==> src/rtl/icmp_sched_pkg.sv <==
// Shared types and constants for the ICMP echo reply scheduler.
// Covers state and class encodings, the queued request layout and a saturating increment.
package icmp_sched_pkg;

    typedef enum logic [1:0] {
        IDLE      = 2'd0,
        ICMP_BUSY = 2'd1,
        UDP_BUSY  = 2'd2
    } sched_state_t;

    typedef enum logic {
        CLS_UDP  = 1'b0,
        CLS_ICMP = 1'b1
    } tx_class_t;

    localparam int ICMP_REQ_W = 32;

    typedef struct packed {
        logic [15:0] id;
        logic [15:0] seq;
    } icmp_req_t;

    function automatic logic [15:0] sat_inc16(input logic [15:0] v);
        return (v == 16'hFFFF) ? v : v + 16'd1;
    endfunction

endpackage

==> src/rtl/icmp_echo_sched_if.sv <==
// Signal bundle between the echo scheduler and its surroundings: the RX parser,
// the ICMP reply generator, the UDP layer and the IP TX mux.
interface icmp_echo_sched_if #(
    parameter int FIFO_AW = 2
);
    logic               i_icmp_trigger;
    logic [15:0]        i_icmp_identifier;
    logic [15:0]        i_icmp_sequence;
    logic               o_icmp_tx_start;
    logic [15:0]        o_icmp_tx_id;
    logic [15:0]        o_icmp_tx_seq;
    logic               i_icmp_tx_done;
    logic               i_udp_req;
    logic               o_udp_grant;
    logic               i_udp_done;
    logic               o_ip_sel;
    logic [FIFO_AW:0]   o_fifo_level;
    logic [15:0]        o_drop_cnt;
    logic               o_timeout;

    modport slave (
        input  i_icmp_trigger, i_icmp_identifier, i_icmp_sequence, i_icmp_tx_done,
               i_udp_req, i_udp_done,
        output o_icmp_tx_start, o_icmp_tx_id, o_icmp_tx_seq, o_udp_grant, o_ip_sel,
               o_fifo_level, o_drop_cnt, o_timeout
    );

    modport master (
        output i_icmp_trigger, i_icmp_identifier, i_icmp_sequence, i_icmp_tx_done,
               i_udp_req, i_udp_done,
        input  o_icmp_tx_start, o_icmp_tx_id, o_icmp_tx_seq, o_udp_grant, o_ip_sel,
               o_fifo_level, o_drop_cnt, o_timeout
    );
endinterface

==> src/rtl/icmp_req_fifo.sv <==
// Small synchronous queue of pending echo requests.
// A push on a full queue is accepted only when a pop happens in the same cycle.
module icmp_req_fifo
    import icmp_sched_pkg::*;
#(
    parameter int DEPTH = 4,
    parameter int AW    = 2
) (
    input  logic                  i_clk,
    input  logic                  i_rst,
    input  logic                  i_push,
    input  logic                  i_pop,
    input  logic [ICMP_REQ_W-1:0] i_data,
    output logic [ICMP_REQ_W-1:0] o_head,
    output logic [AW:0]           o_level,
    output logic                  o_dropped
);
    logic [ICMP_REQ_W-1:0] r_mem [DEPTH];
    logic [AW-1:0]         r_wr_ptr;
    logic [AW-1:0]         r_rd_ptr;
    logic [AW:0]           r_level;
    logic                  w_full;
    logic                  w_empty;
    logic                  w_push;
    logic                  w_pop;

    assign w_full    = (r_level == (AW+1)'(DEPTH));
    assign w_empty   = (r_level == '0);
    assign w_pop     = i_pop & ~w_empty;
    assign w_push    = i_push & (~w_full | w_pop);
    assign o_dropped = i_push & ~w_push;
    assign o_head    = r_mem[r_rd_ptr];
    assign o_level   = r_level;

    // Storage carries no reset; only the pointers define what is valid.
    generate
        for (genvar gi = 0; gi < DEPTH; gi++) begin : g_slot
            always_ff @(posedge i_clk) begin
                if (w_push && (r_wr_ptr == AW'(gi)))
                    r_mem[gi] <= i_data;
            end
        end
    endgenerate

    always_ff @(posedge i_clk or posedge i_rst) begin
        if (i_rst) begin
            r_wr_ptr <= '0;
            r_rd_ptr <= '0;
            r_level  <= '0;
        end else begin
            if (w_push)
                r_wr_ptr <= r_wr_ptr + AW'(1);
            if (w_pop)
                r_rd_ptr <= r_rd_ptr + AW'(1);
            case ({w_push, w_pop})
                2'b10:   r_level <= r_level + (AW+1)'(1);
                2'b01:   r_level <= r_level - (AW+1)'(1);
                default: r_level <= r_level;
            endcase
        end
    end
endmodule

==> src/rtl/icmp_echo_sched.sv <==
// Arbitrates the IP TX path between queued ICMP echo replies and the UDP layer,
// packet by packet in round robin, with a stall timeout on each grant.
module icmp_echo_sched
    import icmp_sched_pkg::*;
#(
    parameter int FIFO_DEPTH  = 4,
    parameter int FIFO_AW     = 2,
    parameter int TIMEOUT_CYC = 4096
) (
    input  logic               i_clk,
    input  logic               i_rst,
    icmp_echo_sched_if.slave   bus
);
    localparam int TMR_W = $clog2(TIMEOUT_CYC + 1);
    localparam logic [TMR_W-1:0] TMR_LAST = TMR_W'(TIMEOUT_CYC - 1);

    sched_state_t          r_state, w_state_next;
    tx_class_t             r_last, w_last_next;
    logic [TMR_W-1:0]      r_timer, w_timer_next;
    logic                  r_start, w_start_next;
    logic                  r_timeout, w_timeout_next;
    logic                  r_grant, w_grant_next;
    logic                  r_ip_sel, w_ip_sel_next;
    logic [15:0]           r_id, w_id_next;
    logic [15:0]           r_seq, w_seq_next;
    logic [15:0]           r_drop;
    logic                  w_pop;
    logic                  w_dropped;
    logic [ICMP_REQ_W-1:0] w_head;
    icmp_req_t             w_head_req;
    logic [FIFO_AW:0]      w_level;

    icmp_req_fifo #(
        .DEPTH (FIFO_DEPTH),
        .AW    (FIFO_AW)
    ) u_fifo (
        .i_clk     (i_clk),
        .i_rst     (i_rst),
        .i_push    (bus.i_icmp_trigger),
        .i_pop     (w_pop),
        .i_data    ({bus.i_icmp_identifier, bus.i_icmp_sequence}),
        .o_head    (w_head),
        .o_level   (w_level),
        .o_dropped (w_dropped)
    );

    assign w_head_req = icmp_req_t'(w_head);

    always_comb begin
        w_state_next   = r_state;
        w_last_next    = r_last;
        w_timer_next   = '0;
        w_start_next   = 1'b0;
        w_timeout_next = 1'b0;
        w_grant_next   = r_grant;
        w_ip_sel_next  = r_ip_sel;
        w_id_next      = r_id;
        w_seq_next     = r_seq;
        w_pop          = 1'b0;
        case (r_state)
            IDLE: begin
                // On contention, serve whichever class did not go last.
                if ((w_level != '0) && (!bus.i_udp_req || r_last == CLS_UDP)) begin
                    w_state_next  = ICMP_BUSY;
                    w_pop         = 1'b1;
                    w_start_next  = 1'b1;
                    w_id_next     = w_head_req.id;
                    w_seq_next    = w_head_req.seq;
                    w_ip_sel_next = 1'b1;
                    w_last_next   = CLS_ICMP;
                end else if (bus.i_udp_req) begin
                    w_state_next  = UDP_BUSY;
                    w_grant_next  = 1'b1;
                    w_ip_sel_next = 1'b0;
                    w_last_next   = CLS_UDP;
                end
            end
            ICMP_BUSY: begin
                if (bus.i_icmp_tx_done || r_timer == TMR_LAST) begin
                    w_state_next   = IDLE;
                    w_ip_sel_next  = 1'b0;
                    w_timeout_next = ~bus.i_icmp_tx_done;
                end else begin
                    w_timer_next = r_timer + TMR_W'(1);
                end
            end
            UDP_BUSY: begin
                if (bus.i_udp_done || r_timer == TMR_LAST) begin
                    w_state_next   = IDLE;
                    w_grant_next   = 1'b0;
                    w_timeout_next = ~bus.i_udp_done;
                end else begin
                    w_timer_next = r_timer + TMR_W'(1);
                end
            end
            default: begin
                w_state_next  = IDLE;
                w_grant_next  = 1'b0;
                w_ip_sel_next = 1'b0;
            end
        endcase
    end

    always_ff @(posedge i_clk or posedge i_rst) begin
        if (i_rst) begin
            r_state   <= IDLE;
            r_last    <= CLS_UDP;
            r_timer   <= '0;
            r_start   <= 1'b0;
            r_timeout <= 1'b0;
            r_grant   <= 1'b0;
            r_ip_sel  <= 1'b0;
            r_id      <= '0;
            r_seq     <= '0;
            r_drop    <= '0;
        end else begin
            r_state   <= w_state_next;
            r_last    <= w_last_next;
            r_timer   <= w_timer_next;
            r_start   <= w_start_next;
            r_timeout <= w_timeout_next;
            r_grant   <= w_grant_next;
            r_ip_sel  <= w_ip_sel_next;
            r_id      <= w_id_next;
            r_seq     <= w_seq_next;
            if (w_dropped)
                r_drop <= sat_inc16(r_drop);
        end
    end

    assign bus.o_icmp_tx_start = r_start;
    assign bus.o_icmp_tx_id    = r_id;
    assign bus.o_icmp_tx_seq   = r_seq;
    assign bus.o_udp_grant     = r_grant;
    assign bus.o_ip_sel        = r_ip_sel;
    assign bus.o_fifo_level    = w_level;
    assign bus.o_drop_cnt      = r_drop;
    assign bus.o_timeout       = r_timeout;
endmodule

==> src/flat_wrapper.sv <==
// flat-port wrapper written by rule: the top's interface ports become plain ports
module icmp_echo_sched_flat import icmp_sched_pkg::*;
#(
    parameter int FIFO_DEPTH  = 4,
    parameter int FIFO_AW     = 2,
    parameter int TIMEOUT_CYC = 4096
)
  (i_clk, i_rst, bus_i_icmp_trigger, bus_i_icmp_identifier, bus_i_icmp_sequence, bus_i_icmp_tx_done, bus_i_udp_req, bus_i_udp_done, bus_o_icmp_tx_start, bus_o_icmp_tx_id, bus_o_icmp_tx_seq, bus_o_udp_grant, bus_o_ip_sel, bus_o_fifo_level, bus_o_drop_cnt, bus_o_timeout);
  icmp_echo_sched_if #(.FIFO_AW(FIFO_AW)) bus_i ();
  input  logic i_clk;
  input  logic i_rst;
  input wire logic [$bits(bus_i.i_icmp_trigger)-1:0] bus_i_icmp_trigger;
  input wire logic [$bits(bus_i.i_icmp_identifier)-1:0] bus_i_icmp_identifier;
  input wire logic [$bits(bus_i.i_icmp_sequence)-1:0] bus_i_icmp_sequence;
  input wire logic [$bits(bus_i.i_icmp_tx_done)-1:0] bus_i_icmp_tx_done;
  input wire logic [$bits(bus_i.i_udp_req)-1:0] bus_i_udp_req;
  input wire logic [$bits(bus_i.i_udp_done)-1:0] bus_i_udp_done;
  output wire logic [$bits(bus_i.o_icmp_tx_start)-1:0] bus_o_icmp_tx_start;
  output wire logic [$bits(bus_i.o_icmp_tx_id)-1:0] bus_o_icmp_tx_id;
  output wire logic [$bits(bus_i.o_icmp_tx_seq)-1:0] bus_o_icmp_tx_seq;
  output wire logic [$bits(bus_i.o_udp_grant)-1:0] bus_o_udp_grant;
  output wire logic [$bits(bus_i.o_ip_sel)-1:0] bus_o_ip_sel;
  output wire logic [$bits(bus_i.o_fifo_level)-1:0] bus_o_fifo_level;
  output wire logic [$bits(bus_i.o_drop_cnt)-1:0] bus_o_drop_cnt;
  output wire logic [$bits(bus_i.o_timeout)-1:0] bus_o_timeout;
  assign bus_i.i_icmp_trigger = bus_i_icmp_trigger;
  assign bus_i.i_icmp_identifier = bus_i_icmp_identifier;
  assign bus_i.i_icmp_sequence = bus_i_icmp_sequence;
  assign bus_i.i_icmp_tx_done = bus_i_icmp_tx_done;
  assign bus_i.i_udp_req = bus_i_udp_req;
  assign bus_i.i_udp_done = bus_i_udp_done;
  assign bus_o_icmp_tx_start = bus_i.o_icmp_tx_start;
  assign bus_o_icmp_tx_id = bus_i.o_icmp_tx_id;
  assign bus_o_icmp_tx_seq = bus_i.o_icmp_tx_seq;
  assign bus_o_udp_grant = bus_i.o_udp_grant;
  assign bus_o_ip_sel = bus_i.o_ip_sel;
  assign bus_o_fifo_level = bus_i.o_fifo_level;
  assign bus_o_drop_cnt = bus_i.o_drop_cnt;
  assign bus_o_timeout = bus_i.o_timeout;
  icmp_echo_sched #(.FIFO_DEPTH(FIFO_DEPTH), .FIFO_AW(FIFO_AW), .TIMEOUT_CYC(TIMEOUT_CYC)) u_core (.i_clk(i_clk), .i_rst(i_rst), .bus(bus_i));
endmodule
==> config.mk <==
export PLATFORM = sky130hd
export DESIGN_NAME = icmp_echo_sched_flat
export DESIGN_NICKNAME = d
export VERILOG_FILES = /design/src/rtl/icmp_sched_pkg.sv /design/src/rtl/icmp_echo_sched_if.sv /design/src/rtl/icmp_req_fifo.sv /design/src/rtl/icmp_echo_sched.sv /design/src/flat_wrapper.sv
export SDC_FILE = /design/constraint.sdc
export NUM_CORES = 1
export LEC_CHECK = 0
export BUFFER_PORTS_ARGS = -buffer_cell sky130_fd_sc_hd__buf_2
export CORE_UTILIZATION = 52
export DETAILED_ROUTE_END_ITERATION = 6
export PLACE_DENSITY = 0.84
export SLEW_MARGIN = 30
export SYNTH_ARGS = -nofsm -noshare
export SYNTH_HDL_FRONTEND = slang
export SYNTH_SLANG_ARGS = --single-unit
==> constraint.sdc <==
create_clock -name i_clk -period 2.4 [get_ports i_clk]
set_input_delay 0.48 -clock i_clk [delete_from_list [all_inputs] [get_ports i_clk]]
set_output_delay 0.48 -clock i_clk [all_outputs]
set_load 0.005 [all_outputs]
## After elaboration in Yosys (flattened, before gate mapping)

Memories as Yosys holds them, arrays and structs flattened. A register that Yosys moved wholly into a read port is not among the register bits.
Cells that the tools add are included.

| word-level totals | value |
|---|---|
| register bits after elaboration | 43 |
| memory bits (writable) | 128 |
| bits of input ports | 38 |
| word-level logic and storage cells | 109 |
| memories | 1 |

| operators by class | value |
|---|---|
| add/sub/neg operators | 6 |
| equal/unequal tests | 15 |
| mux-type cells | 39 |
| bitwise logic cells | 13 |
| reductions and logical operators | 24 |

Memory list:

| name | depth | bits a word | rd ports | clocked after Yosys merged registers in | wr ports | RTL line | RTL |
|---|---|---|---|---|---|---|---|
| u_core.u_fifo.r_mem | 4 | 32 | 1 | 1 | 1 | icmp_req_fifo.sv:18 | `logic [ICMP_REQ_W-1:0] r_mem [DEPTH];` |

Operator list:

| cell | number |
|---|---|
| 2-to-1 mux 32 bit | 3 |
| OR reduction 32 bit | 3 |
| 2-to-1 mux 13 bit | 2 |
| case mux 13 bit (2 select lines) | 1 |
| 2-to-1 mux 1 bit | 21 |
| adder 16 x 1 -> 16 bit (second input constant) | 1 |
| == test 16 bit (second input constant) | 1 |
| 2-to-1 mux 2 bit | 7 |
| adder 13 x 1 -> 13 bit (second input constant) | 1 |
| == test 13 x 12 -> 1 bit (second input constant) | 1 |
| inverter 1 bit | 9 |
| == test 2 bit (second input constant) | 4 |
| == test 2 x 1 -> 1 bit (second input constant) | 3 |
| case mux 1 bit (3 select lines) | 2 |
| case mux 2 bit (3 select lines) | 1 |
| case mux 3 bit (2 select lines) | 1 |
| AND reduction 2 bit | 3 |
| AND reduction 3 bit | 2 |
| logical AND 1 bit | 5 |
| adder 2 x 1 -> 2 bit (second input constant) | 2 |
| zero test 2 bit | 2 |
| != test 2 x 1 -> 1 bit (second input constant) | 2 |
| != test 2 bit (second input constant) | 2 |
| AND reduction 4 bit | 1 |
| other kinds (12) | 17 |

## Longest topological paths before layout

| depth | value |
|---|---|
| depth after elaboration | 15 |
| gate-level depth with buffers | 10 |
| gate-level depth less buffers | 9 |

## Hierarchy

A second synthesis with hierarchy kept.

| second synthesis, totals | value |
|---|---|
| cells, all modules | 529 |
| area total of the unflattened synthesis | 8145.3 um2 |

By module, submodules not included:

| module | times used | cells an instance | area an instance (um2) | seq. area each (um2) |
|---|---|---|---|---|
| icmp_req_fifo | 1 | 221 | 5127.4 | 4018.9 |
| icmp_echo_sched | 1 | 308 | 3017.9 | 1701.6 |

## Worst setup path before layout

Ideal clock, no wire load.

| path | value |
|---|---|
| path type | flip-flop to flip-flop |
| start point | reg u_core.r_state[0] |
| end point | mem u_core.u_fifo.r_mem[2][0] (enable) |
| arrival time | 2081 ps |
| required time | 2008 ps |
| path slack | -73 ps |
| stages on the path, launching flop included | 6 |
| buffers on the path | 0 |
| cells stage by stage | dfrtp_1 inv_1 ha_1 a21bo_4 a31oi_2 and2_1 |

| on the way | value |
|---|---|
| longest elaborated chain between the ends | 12 |

Ends and longest elaborated chain:

| element | RTL line | RTL |
|---|---|---|
| start: declaration | icmp_echo_sched.sv:17 | `sched_state_t r_state, w_state_next;` |
| start signal: assignment | icmp_echo_sched.sv:117 | `r_state <= w_state_next;` |
| zero test 2 bit (*) | icmp_echo_sched.sv:60 | `case (r_state)` |
| 2-to-1 mux 1 bit (*) | icmp_echo_sched.sv:60 |  |
| bitwise AND 1 bit (*) | icmp_req_fifo.sv:29 | `assign w_pop = i_pop & ~w_empty;` |
| bitwise OR 1 bit (*) | icmp_req_fifo.sv:30 | `assign w_push = i_push & (~w_full \| w_pop);` |
| bitwise AND 1 bit (*) | icmp_req_fifo.sv:30 |  |
| logical AND 1 bit | icmp_req_fifo.sv:39 | `if (w_push && (r_wr_ptr == AW'(gi)))` |
| 2-to-1 mux 1 bit | icmp_req_fifo.sv:39 |  |
| 2-to-1 mux 1 bit (implied by the code) | icmp_req_fifo.sv:40 | `r_mem[gi] <= i_data;` |
| OR reduction 32 bit (no line) | - |  |
| 2-to-1 mux 2 bit (no line) / 2-to-1 mux 1 bit (equally long branches) (3 in a row) | - |  |
| end: declaration | icmp_req_fifo.sv:18 |  |

Every way passes the cells marked *; elsewhere a longest branch is shown, timed or not.

## Worst setup path in the final report

| path | value |
|---|---|
| start point | reg u_core.r_state[0] |
| end point | reg u_core.u_fifo.r_level[2], in the netlist u_core.u_fifo.o_level[2] |

| on the way | value |
|---|---|
| longest elaborated chain between the ends | 7 |

Ends and longest elaborated chain:

| element | RTL line | RTL |
|---|---|---|
| zero test 2 bit (*) | icmp_echo_sched.sv:60 |  |
| 2-to-1 mux 1 bit (*) | icmp_echo_sched.sv:60 |  |
| bitwise AND 1 bit (*) | icmp_req_fifo.sv:29 |  |
| bitwise OR 1 bit | icmp_req_fifo.sv:30 |  |
| bitwise AND 1 bit | icmp_req_fifo.sv:30 |  |
| == test 2 x 1 -> 1 bit / == test 2 bit (equally long branches) | icmp_req_fifo.sv:55 | `case ({w_push, w_pop})` |
| case mux 3 bit (2 select lines) / nonzero test 2 bit (equally long branches) | - |  |
| end signal: assignment | icmp_req_fifo.sv:56 | `2'b10: r_level <= r_level + (AW+1)'(1);` |
| end signal: assignment | icmp_req_fifo.sv:57 | `2'b01: r_level <= r_level - (AW+1)'(1);` |
| end signal: assignment | icmp_req_fifo.sv:58 | `default: r_level <= r_level;` |
| end: declaration | icmp_req_fifo.sv:21 | `logic [AW:0] r_level;` |

Marked as above.
A chain may end at the register's enable or synchronous reset.

==> metrics.md <==
| Metric | Value |
|---|---|
| Status | `complete, no violations` |
| Die H | `126 µm` |
| Worst setup EP type | `flip-flop` |
| Ports | `93` |
| PwrDens | `1200 nW/µm²` |
| Seq/Total Area, Yosys | `71.6%` |
| ANT cells | `0` |
| Post-detailed-routing wire length | `15500 µm` |
| Routed met1 length | `6350 µm` |
| Largest net degree at the start of global routing | `38` |
| Num CTS Buffers | `21` |
| Final cycle utilization of the critical path | `94.1%` |
| I/O Buffers | `92` |
| Post-CTS Hold Buffers | `0` |
| Fin crit period | `2.26 ns` |
| Critical Path AT | `2.62 ns` |
| NetSw | `0.00340 W` |
| Headroom to the max-slew limit | `43.0%` |
| Share of post-route cells with drive strength above 1 | `30.5%` |
| Min-delay worst type | `in2async` |
| Worst-path clk slew | `0.06 ns` |
| Post-synth EDFFs | `128` |
| Commonest non-fill, non-tap cells in the layout | `edfxtp_1, nand2_1, buf_2, dfrtp_1, mux4_2` |
| # fillers | `1034` |
| WL met2 | `7970 µm` |
| Comb power frac | `27.0%` |
| First-pass GRT wire length | `25300 µm` |
| Vias | `4554` |
| Top sig layer | `met4` |
| DIE WIDTH | `126 µm` |
| CTS root buf | `clkbuf_16` |
| Highest Clock Rate | `443 MHz` |
| PostCTS Resize Cnt | `0` |
| Reg2reg start | `u_core.r_state[0]` |
| Final Setup Violations | `0` |
| Final WS setup | `0.141 ns` |
| Final Max Slew Viols | `0` |
| Post-Syn Area | `7990 µm²` |
| Final HPWL DP | `10100 µm` |
| Syn nets | `555` |
| Crit path from | `u_core.r_state[0]` |
| Syn Inst Count | `507` |
| Multi-input logic area | `2140 µm²` |
| Detailed-route DRC error count | `0` |
| Fin. Hold Viols | `0` |
| FP Rows | `44` |
| DR WL met3 | `928 µm` |
| Initial DRT Pass Iterations | `4` |
| Crit Path Category | `reg2reg` |
| Final ANT Viol Nets | `0` |
| Top post-synthesis cells by area | `edfxtp_1, dfrtp_1, mux4_2, nand2_1, xnor2_1` |
| Async S/R FF share, synth | `36.9%` |
| Seq cells post-synth | `203` |
| Initial antenna violation count | `0` |
| Pint | `0.00789 W` |
| Sw frac | `30.1%` |
| CTS tree | `done` |
| Detailed router's first-iteration violation count | `223` |
| Part of the power in the clock network | `26.9%` |
| Grt total ovfl | `0` |
| Post-route cell area | `9440 µm²` |
| Required time of the critical path | `2.76 ns` |
| RSZ-0062 raised after global routing | `no` |
| Max-Cap Viols | `0` |
| Synth cell types | `50` |
| Syn Area/Cell | `15.8 µm²` |
| Setup TNS | `0 ns` |
| Post-CTS Setup Bufs | `0` |
| Core area | `14800 µm²` |
| Leak pwr | `3.85 nW` |
| Worst vdd ir | `0.752 mV` |
| Yosys top cell by area | `edfxtp_1` |
| H-tree Lvls | `1` |
| Reg-to-reg setup timing slack | `0.14 ns` |
| Vias in the first global route | `4895` |
| Sequential cell area | `5720 µm²` |
| DP Worst Slack | `0.153 ns` |
| Initial Util | `54.2%` |
| Commonest non-fill, non-tap cell in the layout | `edfxtp_1` |
| Die ar. | `15900 µm²` |
| # clock sinks | `203` |
| Worst Max-Slew Pin Slew | `0.855 ns` |
| Skew-Pair Late Insertion Delay | `0.49 ns` |
| Wire per inst | `18.8 µm` |
| Post-synth top area share | `48.1%` |
| Gr usage total | `20.5%` |
| Vias per cell | `5.55` |
| Nets | `670` |
| Sequential Power Share | `46.0%` |
| Worst Setup Start Kind | `flip-flop` |
| Most used DFF post-synth | `edfxtp_1` |
| CTS Buffer Depth | `3` |
| Final Wtd Congestion | `0.826` |
| Clk_skew | `0.0147 ns` |
| Synth Warn # | `0` |
| Area Overhead vs Synth | `18.1%` |
| Placed Area | `8790 µm²` |
| Worst-path fanout max | `4` |
-- final timing paths --
check | cells after the start | end
setup / recovery | 9 | u_core.u_fifo.o_level[2]
max in group asynchronous | 3 | u_core.bus.o_drop_cnt[9]
min in group i_clk | 1 | u_core.u_fifo.r_mem[3][5]
setup reg to reg | 9 | u_core.u_fifo.o_level[2]
hold / removal | 2 | u_core.bus.o_icmp_tx_seq[5]
hold reg to reg | 2 | u_core.bus.o_icmp_tx_id[2]
-- critical path, stage by stage (launching register included) --
cell,delay (ns)
dfrtp_1,0.38
inv_1,0.11
ha_1,0.18
a21bo_4,0.25
or2_2,0.32
clkinv_4,0.07
nand2_4,0.06
fa_1,0.42
mux2i_4,0.21
xor2_1,0.14
-- through the flow --
step	utilization (%)	hold slack, ns	power, W	std cells
after floorplan	-	0.451	0.00715	507
after global placement	59.6	0.454	0.00816	783
after detailed placement	59.6	0.460	0.00834	783
after CTS	64.0	0.103	0.0114	821
after global routing	64.0	0.133	0.0119	821
final	64.0	0.0814	0.0113	821
-- cells by family (layout without fill, tap and decap cells) --
logic type	count (synthesis)	count (layout)	share of synthesized area (%)
DFF	203	203	71.6
buffers and inverters	29	159	1.69
xor gates and xnor gates	27	27	2.96
muxes	36	36	9.70
adders and majority gates	10	10	1.66
and+or+nand+nor	184	184	10.6
AOI/OAI and AO/OA	18	18	1.80
-- state kept, by name, summed over array words and instances (netlist names), 2 cells and up --
signal                    count
u_core.bus.o_drop_cnt        16
u_core.bus.o_icmp_tx_id      16
u_core.bus.o_icmp_tx_seq     16
u_core.r_state                2
u_core.r_timer               13
u_core.u_fifo.o_level         3
u_core.u_fifo.r_mem         128
u_core.u_fifo.r_rd_ptr        2
u_core.u_fifo.r_wr_ptr        2
-- cell usage after synthesis (all sizes together) (2+ instances only) --
master,instances
clkbuf,6
mux2i,2
o21ai,3
edfxtp,128
and4,2
nand2b,2
ha,9
and3,2
buf,10
inv,12
mux2,2
xor2,10
nand4,9
nor4,2
a21oi,6
nand2,114
nor3,4
nand3,12
dfrtp,75
and2,4
nor2,26
mux4,32
xnor2,17
or2,2
or3,3
a31oi,2
-- power groups by stage --
stage	Clock (W)	Combinational, W	Sequential [W]
finish	0.00304	0.00305	0.00520
floorplan	0	0.00215	0.00500
detailed placement	0	0.00308	0.00525
global route	0.00323	0.00338	0.00529
global placement	0	0.00297	0.00519
CTS	0.00309	0.00312	0.00520
-- area by class of cell --
class	count	share of cell area, %
Clock buffer	33	6.26
Clock inverter	5	0.557
Inverter	13	0.583
Multi-Input combinational cell	275	22.7
Sequential cell	203	60.6
Tap cell	184	2.44
Timing Repair Buffer	108	6.81
-- per-layer routing --
metal	up-vias	track usage, %
met5	-	0
met4	0	4.75
met3	23	4.25
met2	163	36.6
met1	2297	25.9
li1	2071	-
No activity file was read; power rests on OpenSTA's default activity.
